<file path="src/rtl/alu_wide_seq_pkg.sv">
// +----------------------------------------------------------------------+
// | Module  : alu_wide_seq_pkg                                           |
// | Brief   : Shared opcode defines and FSM state type for alu_wide_seq. |
// | Revision: 1.0                                                        |
// +----------------------------------------------------------------------+
`default_nettype none

package alu_wide_seq_pkg;

    localparam logic [2:0] ADD_FN  = 3'd0;
    localparam logic [2:0] ADDC_FN = 3'd1;
    localparam logic [2:0] SUB_FN  = 3'd2;
    localparam logic [2:0] SUBC_FN = 3'd3;
    localparam logic [2:0] AND_FN  = 3'd4;
    localparam logic [2:0] OR_FN   = 3'd5;
    localparam logic [2:0] XOR_FN  = 3'd6;
    localparam logic [2:0] MASK_FN = 3'd7;

    typedef enum logic [1:0] {
        IDLE = 2'd0,
        LO   = 2'd1,
        HI   = 2'd2
    } state_t;

    // Arithmetic ops are the only ones that produce a meaningful carry.
    function automatic logic is_arith(input logic [2:0] op);
        return (op == ADD_FN) || (op == ADDC_FN) || (op == SUB_FN) || (op == SUBC_FN);
    endfunction

endpackage

`default_nettype wire

</file>
<file path="src/rtl/alu_wide_seq.sv">
// +----------------------------------------------------------------------+
// | Module  : alu_wide_seq                                               |
// | Brief   : Sequences a 16-bit op over an external 8-bit ALU, LO byte  |
// |           then HI byte, chaining carry/borrow between the halves.    |
// | Revision: 1.0                                                        |
// +----------------------------------------------------------------------+
`default_nettype none

module alu_wide_seq
    import alu_wide_seq_pkg::*;
(
    input  logic        clk,
    input  logic        rst,
    input  logic        start,
    input  logic [2:0]  op,
    input  logic [15:0] a,
    input  logic [15:0] b,
    output logic        busy,
    output logic        done,
    output logic [15:0] result,
    output logic        zero_flag,
    output logic        carry_flag,
    output logic [7:0]  alu_in1,
    output logic [7:0]  alu_in2,
    output logic        cin,
    output logic [2:0]  opcode,
    input  logic [7:0]  alu_out,
    input  logic        alu_zero,
    input  logic        alu_cout
);

    state_t      r_state;
    state_t      w_state_nxt;
    logic [2:0]  r_op;
    logic [15:0] r_a;
    logic [15:0] r_b;
    logic [7:0]  r_lo_byte;
    logic        r_lo_carry;
    logic [15:0] r_result;
    logic        r_zero;
    logic        r_carry;
    logic        r_done;

    always_ff @(posedge clk) begin
        if (rst) begin
            r_state <= IDLE;
        end else begin
            r_state <= w_state_nxt;
        end
    end

    always_comb begin
        w_state_nxt = r_state;
        alu_in1     = 8'h00;
        alu_in2     = 8'h00;
        cin         = 1'b0;
        opcode      = ADD_FN;
        case (r_state)
            IDLE: begin
                if (start) begin
                    w_state_nxt = LO;
                end
            end
            LO: begin
                w_state_nxt = HI;
                alu_in1     = r_a[7:0];
                alu_in2     = r_b[7:0];
                opcode      = r_op;
                // Carry-in variants chain from the previous 16-bit result.
                if ((r_op == ADDC_FN) || (r_op == SUBC_FN)) begin
                    cin = r_carry;
                end
            end
            HI: begin
                w_state_nxt = IDLE;
                alu_in1     = r_a[15:8];
                alu_in2     = r_b[15:8];
                opcode      = r_op;
                if ((r_op == ADD_FN) || (r_op == ADDC_FN)) begin
                    opcode = ADDC_FN;
                    cin    = r_lo_carry;
                end else if ((r_op == SUB_FN) || (r_op == SUBC_FN)) begin
                    opcode = SUBC_FN;
                    cin    = r_lo_carry;
                end
            end
            default: begin
                w_state_nxt = IDLE;
            end
        endcase
    end

    always_ff @(posedge clk) begin
        if (rst) begin
            r_op       <= ADD_FN;
            r_a        <= 16'h0000;
            r_b        <= 16'h0000;
            r_lo_byte  <= 8'h00;
            r_lo_carry <= 1'b0;
            r_result   <= 16'h0000;
            r_zero     <= 1'b0;
            r_carry    <= 1'b0;
            r_done     <= 1'b0;
        end else begin
            r_done <= 1'b0;
            if ((r_state == IDLE) && start) begin
                r_op <= op;
                r_a  <= a;
                r_b  <= b;
            end
            if (r_state == LO) begin
                r_lo_byte  <= alu_out;
                r_lo_carry <= alu_cout;
            end
            if (r_state == HI) begin
                r_result <= {alu_out, r_lo_byte};
                r_zero   <= alu_zero && (r_lo_byte == 8'h00);
                if (is_arith(r_op)) begin
                    r_carry <= alu_cout;
                end
                r_done <= 1'b1;
            end
        end
    end

    assign busy       = (r_state != IDLE);
    assign done       = r_done;
    assign result     = r_result;
    assign zero_flag  = r_zero;
    assign carry_flag = r_carry;

endmodule

`default_nettype wire

</file>
<file path="config.mk">
export PLATFORM = sky130hd
export DESIGN_NAME = alu_wide_seq
export DESIGN_NICKNAME = d
export VERILOG_FILES = /design/src/rtl/alu_wide_seq_pkg.sv /design/src/rtl/alu_wide_seq.sv
export SDC_FILE = /design/constraint.sdc
export NUM_CORES = 1
export LEC_CHECK = 0
export BUFFER_PORTS_ARGS = -buffer_cell sky130_fd_sc_hd__buf_2
export CORE_ASPECT_RATIO = 1.5
export CORE_UTILIZATION = 51
export CTS_BUF_LIST = sky130_fd_sc_hd__clkbuf_16
export CTS_CLUSTER_DIAMETER = 100
export DETAILED_ROUTE_END_ITERATION = 7
export HOLD_SLACK_MARGIN = 0.05
export PLACE_DENSITY = 0.83
export REMOVE_ABC_BUFFERS = 1
export SLEW_MARGIN = 20
export SYNTH_ARGS = -nofsm -noshare
export SYNTH_HDL_FRONTEND = slang
export SYNTH_SLANG_ARGS = --single-unit
</file>
<file path="constraint.sdc">
create_clock -name clk -period 1.87 [get_ports clk]
set_input_delay 0.374 -clock clk [delete_from_list [all_inputs] [get_ports clk]]
set_output_delay 0.374 -clock clk [all_outputs]
set_load 0.03 [all_outputs]
</file>
# After elaboration in Yosys (flattened, before gate mapping)
# Cells that the tools add are included.
# totals
reg_bits,65
# classes
eq_ne,6
mux,12
n_reduce_logical,12
# ops
op,count
8-bit case mux with 2 select lines,2
8-bit logical NOT,1
"3-bit by 2-bit == test with 1-bit output, second input constant",2
3-bit two-way mux,2
3-bit case mux with 2 select lines,1
1-bit logical OR,5
1-bit two-way mux,4
2-bit case mux with 2 select lines,1
"3-bit by 1-bit == test with 1-bit output, second input constant",1
3-bit logical NOT,1
"2-bit by 1-bit == test with 1-bit output, second input constant",1
"2-bit == test, second input constant",1
1-bit logical AND,2
2-bit logical NOT,1
2-bit two-way mux,1
"2-bit != test, second input constant",1
1-bit case mux with 2 select lines,1
2-bit AND reduction,1
2-bit nonzero test,1

# Depth between registers and ports, before layout
# Gate-level depths: netlist (run 1).
# depth
ltp_word,5
ltp_mapped,7
ltp_nobuf,5

# Worst setup path before layout (run 1)
# No wires, ideal clock.
# synth_path
path_kind,register -> output
from,reg r_state[0]
to,out opcode[0]
t_arrival_ns,1.674
required_ns,1.496
setup_slack_ns,-0.178
path_stages_with_launch,7
n_path_buf,2
cell_sequence,dfxtp_1 -> inv_1 -> ha_1 -> buf_4 -> buf_6 -> o21ai_1 -> a21boi_0
# synth_between
elab_chain_cells,2
word_cells_on_any_way,3
# synth_rtl
element,line,rtl
"start, declared",alu_wide_seq.sv:32,state_t r_state;
"start signal, assigned",alu_wide_seq.sv:48,r_state <= w_state_nxt;
2-bit == test / 2-bit by 1-bit == test with 1-bit output (equally long branches),alu_wide_seq.sv:58,case (r_state)
3-bit case mux with 2 select lines *,alu_wide_seq.sv:58,
"end, declared",alu_wide_seq.sv:26,"output logic [2:0] opcode,"
# Every way passes the cells marked *; elsewhere a longest branch is shown, timed or not.

# Worst setup path after layout (run 1)
# layout_path
from,reg r_state[0]
to,out cin
# layout_between
elab_chain_cells,2
word_cells_on_any_way,3
# layout_rtl
element,line,rtl
2-bit == test / 2-bit by 1-bit == test with 1-bit output (equally long branches),alu_wide_seq.sv:58,
1-bit case mux with 2 select lines *,alu_wide_seq.sv:58,
"end, declared",alu_wide_seq.sv:25,"output logic cin,"
# Marked as above.

==> results of run 1 <==
worst max-delay path: stages, from the launching register on:
cell,delay (ps)
dfxtp_4,370
inv_6,50
ha_4,160
buf_8,130
a32o_2,230
and3_4,150
buf_6,130
per-layer routing:
metal / vias up / share of wire [%]
met5: - / 0
met2: 67 / 54
met4: 0 / 0.95
met1: 1155 / 41
met3: 7 / 4.7
li1: 1218 / -
what timing repair did:
action                                 CTS  global route
gates resized for setup                 39            29
pin swaps                                1            12
buffers inserted                         5             7
setup endpoints to repair               20            20
endpoints found under the hold margin    0             0
final cells by class:
cell class                 count  area, µm²
clock buffer                   9        225
clock inverter                 3       12.5
fill                         444       1540
inverter                       5       28.8
multi-input combinational    217       1490
sequential                    65       1310
tap                           70       87.6
timing repair buffer         111        754
cells in the mapped netlist, drive strengths merged:
cell type,number,area (µm²)
a21boi,1,7.51
a21oi,36,293
a22oi,16,120
a32o,1,10.0
and2,1,8.76
and3,1,6.26
buf,20,173
clkbuf,2,7.51
dfxtp,65,1300
ha,5,62.6
inv,5,18.8
mux2i,28,280
nand2,72,323
nand2b,1,6.26
nand4,1,6.26
nor2,31,116
nor2b,18,113
nor3,1,5.00
nor4b,1,8.76
o21ai,2,10.0
or2b,1,7.51
power groups by stage:
| stage | clock network (mW) | registers [mW] | logic [mW] |
|---|---|---|---|
| after floorplan | 0 | 1.62 | 0.510 |
| after global placement | 0 | 1.60 | 0.851 |
| after detailed placement | 0 | 1.60 | 0.869 |
| after CTS | 1.39 | 1.58 | 0.956 |
| after global routing | 1.45 | 1.61 | 1.13 |
| final | 1.37 | 1.60 | 1.04 |
registers in the layout (all words and copies together), names as in the netlist:
| register | flops |
|---|---|
| r_a | 16 |
| r_b | 16 |
| done | 1 |
| r_state | 2 |
| result | 16 |
| zero_flag | 1 |
| r_op | 3 |
| carry_flag | 1 |
| r_lo_byte | 8 |
| r_lo_carry | 1 |
through the flow:
step                utilization (%)  setup TNS (ps)  hold WS, ps
floorplan                         -          -11970          430
global placement               61.6               0          445
detailed placement             61.6               0          450
CTS                            68.8            -402          289
global route                   71.7           -1010          293
finish                         71.7            -212          294
cell families after synthesis:
family,synth area share [%]
AND/OR/NAND/NOR,20.8
adder cells (fa/ha/maj),2.17
multiplexers,9.72
buffers and inverters,6.90
flip-flops,45.1
AO/OA/AOI/OAI,15.3
final timing paths:
kind | end | slack (ps) | start
max | cin | -40 | r_state[0]$_SDFFE_PP0P_
min | r_b[3]$_SDFFE_PP0P_ | 290 | b[3]
max reg2reg | zero_flag$_SDFFE_PP0N_ | 210 | r_state[0]$_SDFFE_PP0P_
min reg2reg | r_b[8]$_SDFFE_PP0P_ | 460 | r_b[8]$_SDFFE_PP0P_
==> flow_summary.rst, run 1 <==
.. list-table::
   :header-rows: 1

   * - Metric
     - Value
   * - First-pass GRT wire length
     - 10600 µm
   * - Count of antenna diodes in the layout
     - 0
   * - Distinct cells, synth
     - 29
   * - Vias per cell
     - 5.10
   * - Internal
     - 2.85 mW
   * - Avg Inst Size Synth
     - between 9 and 10 µm²
   * - Pin count of the biggest net entering global routing
     - 66
   * - Total power draw
     - 4.01 mW
   * - Path type of the worst setup path
     - flip-flop to output port
   * - Non-Filler Cell Area, Final
     - 3910 µm²
   * - Post-route fraction of the period consumed by the critical path
     - 102%
   * - Count of placed standard cells including taps
     - 456
   * - Antenna violations before repair
     - 0
   * - Die span in y
     - between 90 and 100 µm
   * - Part of the power in registers
     - 39.9%
   * - Worst-Skew Late Latency
     - 310 ps
   * - Growth of design area from synthesis to finish
     - 35.5%
   * - Power density over the cells
     - 1030 nW/µm²
   * - Drc violations
     - 0
   * - ANT nets after route
     - 0
   * - Total leakage power
     - 1.60 nW
   * - Fraction of final layout cells with drive strength greater than 1
     - 48.0%
   * - Required time reported for the critical path endpoint
     - 1500 ps
   * - Combinational power share
     - 26.0%
   * - Hold Violations, Final
     - 0
   * - Met3 usage
     - 5.70%
   * - Clock buffer count from CTS
     - 9
   * - RSZ-0062 raised after global routing
     - yes
   * - Max Fclk
     - approximately 0.52 GHz
   * - Post-route minimum period
     - around 1900 ps
   * - Estimated wirelength of the detail-placed design
     - 4120 µm
   * - Initial core utilization
     - a little over half
   * - Global-route total usage across every layer
     - 22.7%
   * - Vias in the first global route
     - ~2400
   * - GR Util met2
     - between 40% and 50%
   * - Path depth of the worst reg2reg path
     - 9
   * - Violations in the final reports
     - setup timing
   * - Global-route congestion overflow total
     - 0
   * - Syn Std Cell Area
     - 2880 µm²
   * - Number of instances in the synthesized netlist
     - 309
   * - Area of the die
     - 5970 µm²
   * - Highest net fanout along the worst path
     - 8
   * - Switching Power
     - approximately 1.2 mW
   * - Depth of the worst hold-timing path
     - 3
   * - Most used routing layer
     - met2
   * - Area post-placement
     - 3360 µm²
   * - Worst min path class
     - input port to flip-flop
   * - Total core area
     - 5450 µm²
   * - Clock tree from TritonCTS
     - yes
   * - Final weighted congestion in routability-driven placement
     - 0.774
   * - Part of the power in the clock network
     - between 30% and 40%
   * - Worst-Margin Slew
     - between 400 and 500 ps
   * - Met1 Track Usage GR
     - 25.0%
   * - I/O Pins
     - 88
   * - Final wirelength
     - just under 7000 µm
   * - Register area share after synthesis
     - 45.1%
   * - Arrival time worst endpoint
     - 1540 ps
   * - Final #Nets
     - 462
   * - Status
     - finished with violations
   * - Max rail drop VDD
     - 609 µV
   * - Number of max-cap violations
     - 0
   * - Clock skew after layout
     - 2.76 ps
   * - Average wire per standard cell
     - around 14 µm
   * - Switching part of the total power
     - 29.0%
   * - Iter 0 DRT Violations
     - 129
   * - Endpoints failing setup
     - 13
   * - Number of port buffers
     - 87
   * - Count of state elements after synthesis
     - 65
   * - Commonest non-fill, non-tap cell in the layout
     - buf_2
   * - Clock Sink Count
     - 65
   * - Post-placement worst setup slack
     - 90.2 ps
   * - Clock Tree Root
     - clkbuf_16
   * - Clock slew at reported path FFs
     - about 50 ps
   * - Relative slew slack
     - 67.7%
   * - Kind of end point of the critical path
     - output port
   * - Worst-case clock buffer depth
     - 2
   * - Deepest level of the CTS H-tree
     - 3
   * - Finished Layout Cells
     - 480
   * - DIE WIDTH
     - 63.4 µm
   * - Detailed-routing iteration count for the pre-antenna-repair pass
     - 4
   * - Via count
     - 2447
   * - Synth warn
     - 0
   * - Final worst setup slack
     - -41.0 ps
   * - Slew Viols, Final
     - 0
   * - CTS Hold Bufs
     - 0
   * - Cell Rows
     - 33
   * - Commonest cells after routing, fill and taps aside
     - buf_2, dfxtp_1, nand2_1
   * - Setup crit start kind
     - flip-flop
Note: power is estimated with default switching activity, not from simulation.
==> run 2, diff against run 1 <==
--- a/config.mk
+++ b/config.mk
@@ -12,7 +12,7 @@
 export CTS_CLUSTER_DIAMETER = 100
 export DETAILED_ROUTE_END_ITERATION = 7
 export HOLD_SLACK_MARGIN = 0.05
-export PLACE_DENSITY = 0.83
+export PLACE_DENSITY = 0.79
 export REMOVE_ABC_BUFFERS = 1
 export SLEW_MARGIN = 20
 export SYNTH_ARGS = -nofsm -noshare
==> run 2 against run 1 <==
  * The flow still finishes with violations (setup timing)
  * Non-clock buffer count decreased by 7
  * Clock skew up 2.5 ps
  * Critical path type unchanged
  * Cell count down 0.63%
  * Critical path depth unchanged
  * Sequential power about the same
  * Routed wire length shrank 0.65%
  * Register-to-register slack gained 160 ps
  * First-iteration DRC count decreased by 12%
  * Worst hold slack worse by 5.6 ps
  * Final area increased by 3.7%
==> flow_summary.rst, run 2 (same netlist as run 1, synthesis figures left out) <==
.. list-table::
   :header-rows: 1

   * - Metric
     - Value
   * - Area post-placement
     - 3340 µm² (-0.37%)
   * - Switching Power
     - 1.24 mW (+6.7%)
   * - Critical path cell sequence
     - inv_6 -> ha_4 -> buf_12 -> a22oi_1 -> nor2b_1 -> buf_4
   * - Average wire per standard cell
     - 14.2 µm (about the same)
   * - Highest net fanout along the worst path
     - 10 (+2)
   * - Commonest cells after routing, fill and taps aside
     - buf_2, dfxtp_1, nand2_1
   * - Via count
     - 2469 (+0.90%)
   * - Final wirelength
     - 6770 µm (-0.65%)
   * - Final weighted congestion in routability-driven placement
     - 0.714 (-7.7%)
   * - Worst min path class
     - input port to flip-flop
   * - I/O Pins
     - 88 (unchanged)
   * - Antenna violations before repair
     - 0 (unchanged)
   * - Clock tree from TritonCTS
     - yes
   * - Estimated wirelength of the detail-placed design
     - 4070 µm (-1.2%)
   * - Count of antenna diodes in the layout
     - 0 (unchanged)
   * - Part of the power in the clock network
     - 41.5% (+7.4 points)
   * - Initial core utilization
     - 52.9% (unchanged)
   * - Growth of design area from synthesis to finish
     - 40.5%
   * - Number of port buffers
     - 87 (unchanged)
   * - Non-Filler Cell Area, Final
     - 4050 µm² (+3.7%)
   * - Fraction of final layout cells with drive strength greater than 1
     - 49.6% (+1.6 points)
   * - Worst-Margin Slew
     - 504 ps (+19.0 ps)
   * - Max Fclk
     - 0.521 GHz (-0.50%)
   * - Commonest non-fill, non-tap cell in the layout
     - buf_2
   * - Max rail drop VDD
     - 716 µV (+18%)
   * - Clock slew at reported path FFs
     - 50 ps (about the same)
   * - Detailed-routing iteration count for the pre-antenna-repair pass
     - 5 (+1)
   * - Final worst setup slack
     - -50.7 ps (-9.63 ps)
   * - Arrival time worst endpoint
     - 1550 ps (about the same)
   * - Peak per-stage delay on the critical path
     - 390 ps (+20 ps)
   * - Clock Tree Root
     - clkbuf_16
   * - Kind of end point of the critical path
     - output port
   * - Vias per cell
     - 5.18 (+1.5%)
   * - Setup crit start kind
     - flip-flop
   * - Endpoints failing setup
     - 16 (+3)
   * - Global-route total usage across every layer
     - 23.0% (+0.26 points)
   * - Slew Viols, Final
     - 0 (unchanged)
   * - Worst-case clock buffer depth
     - 2 (unchanged)
   * - Total core area
     - 5450 µm² (unchanged)
   * - ANT nets after route
     - 0 (unchanged)
   * - Post-route fraction of the period consumed by the critical path
     - 103% (+0.52 points)
   * - Post-route minimum period
     - 1920 ps (+9.63 ps)
   * - Combinational power share
     - 23.4% (-2.6 points)
   * - Area of the die
     - 5970 µm² (unchanged)
   * - Relative slew slack
     - 66.4% (-1.3 points)
   * - Cell Rows
     - 33 (unchanged)
   * - Final hold slack
     - 288 ps (-5.64 ps)
   * - Die span in y
     - 94.1 µm (unchanged)
   * - Power density over the cells
     - 1120 nW/µm² (+9.4%)
   * - Part of the power in registers
     - 35.1% (-4.8 points)
   * - Vias in the first global route
     - 2389 (+0.25%)
   * - Clock Sink Count
     - 65 (unchanged)
   * - Deepest level of the CTS H-tree
     - 3 (unchanged)
   * - First-pass GRT wire length
     - 10600 µm (+0.65%)
   * - Total leakage power
     - 1.62 nW (+1.4%)
   * - Hold Violations, Final
     - 0 (unchanged)
   * - Status
     - finished with violations
   * - Required time reported for the critical path endpoint
     - 1500 ps (about the same)
   * - Global-route congestion overflow total
     - 0 (unchanged)
   * - DIE WIDTH
     - 63.4 µm (unchanged)
   * - CP max-delay cell
     - dfxtp_4
   * - Depth of the worst hold-timing path
     - 3 (unchanged)
   * - Drc violations
     - 0 (unchanged)
   * - Worst-Skew Late Latency
     - 320 ps (about the same)
   * - Clock buffer count from CTS
     - 9 (unchanged)
   * - Pin count of the biggest net entering global routing
     - 66 (unchanged)
   * - Iter 0 DRT Violations
     - 113 (-12%)
   * - Path type of the worst setup path
     - flip-flop to output port
   * - Path depth of the worst reg2reg path
     - 6 (-3)
   * - Final #Nets
     - 455 (-1.5%)
   * - Violations in the final reports
     - setup timing
   * - Internal
     - 3.31 mW (+16%)
   * - Post-placement worst setup slack
     - 35.7 ps (-54.5 ps)
   * - Share of the core filled with cells in the final layout
     - 74.4% (+2.6 points)
   * - Number of max-cap violations
     - 0 (unchanged)
   * - Clock skew after layout
     - 5.26 ps (+2.49 ps)
   * - Switching part of the total power
     - 27.3% (-1.7 points)
   * - RSZ-0062 raised after global routing
     - yes
-- run 2: through the flow --
stage,setup TNS (ps),cells,power (mW)
final,-312,477,4.55
after global routing,-1290,477,4.75
after CTS,-418,472,4.49
after detailed placement,0,451,2.47
after global placement,0,451,2.44
after floorplan,-11970,287,2.13
-- run 2: worst paths after layout --
path	from	slack (ps)	end
max	r_state[0]$_SDFFE_PP0P_	-50	alu_in2[3]
min	op[0]	290	r_op[0]$_SDFFE_PP0P_
max reg2reg	r_state[0]$_SDFFE_PP0P_	370	result[8]$_SDFFE_PP0N_
min reg2reg	r_a[0]$_SDFFE_PP0P_	470	r_a[0]$_SDFFE_PP0P_
-- run 2: worst max-delay path: cells and delay by family, from the launching register on --
family / cells / cell delay (ps)
AND/OR/NAND/NOR: 1 / 80
AO/OA/AOI/OAI: 1 / 190
buffers and inverters: 3 / 380
flip-flops: 1 / 390
adder cells (fa/ha/maj): 1 / 190
-- run 2: layout make-up --
| class | count | area, µm² |
|---|---|---|
| multi-input combinational | 217 | 1530 |
| fill | 397 | 1400 |
| sequential | 65 | 1310 |
| timing repair buffer | 104 | 751 |
| clock buffer | 9 | 225 |
| clock inverter | 7 | 119 |
| tap | 70 | 87.6 |
| inverter | 5 | 28.8 |
-- run 2: repair_timing --
item / 4_1_cts / 5_1_grt
setup buffers: 4 / 4
pin swaps: 4 / 8
setup endpoints to repair: 20 / 20
hold buffers: 0 / 0
gates resized for setup: 47 / 28
gates cloned: 1 / 1
-- run 2: power by group through the flow --
stage               sequential, mW  combinational, mW  clock, mW
floorplan                     1.62              0.510          0
global route                  1.61               1.15       1.99
detailed placement            1.60              0.864          0
finish                        1.60               1.06       1.89
CTS                           1.59              0.982       1.92
global placement              1.60              0.847          0
-- run 2: metal layers --
metal,routed length [µm],track usage [%]
met5,0,0
met4,116,9.09
met3,372,8.01
met2,3390,39.5
met1,2880,25.5
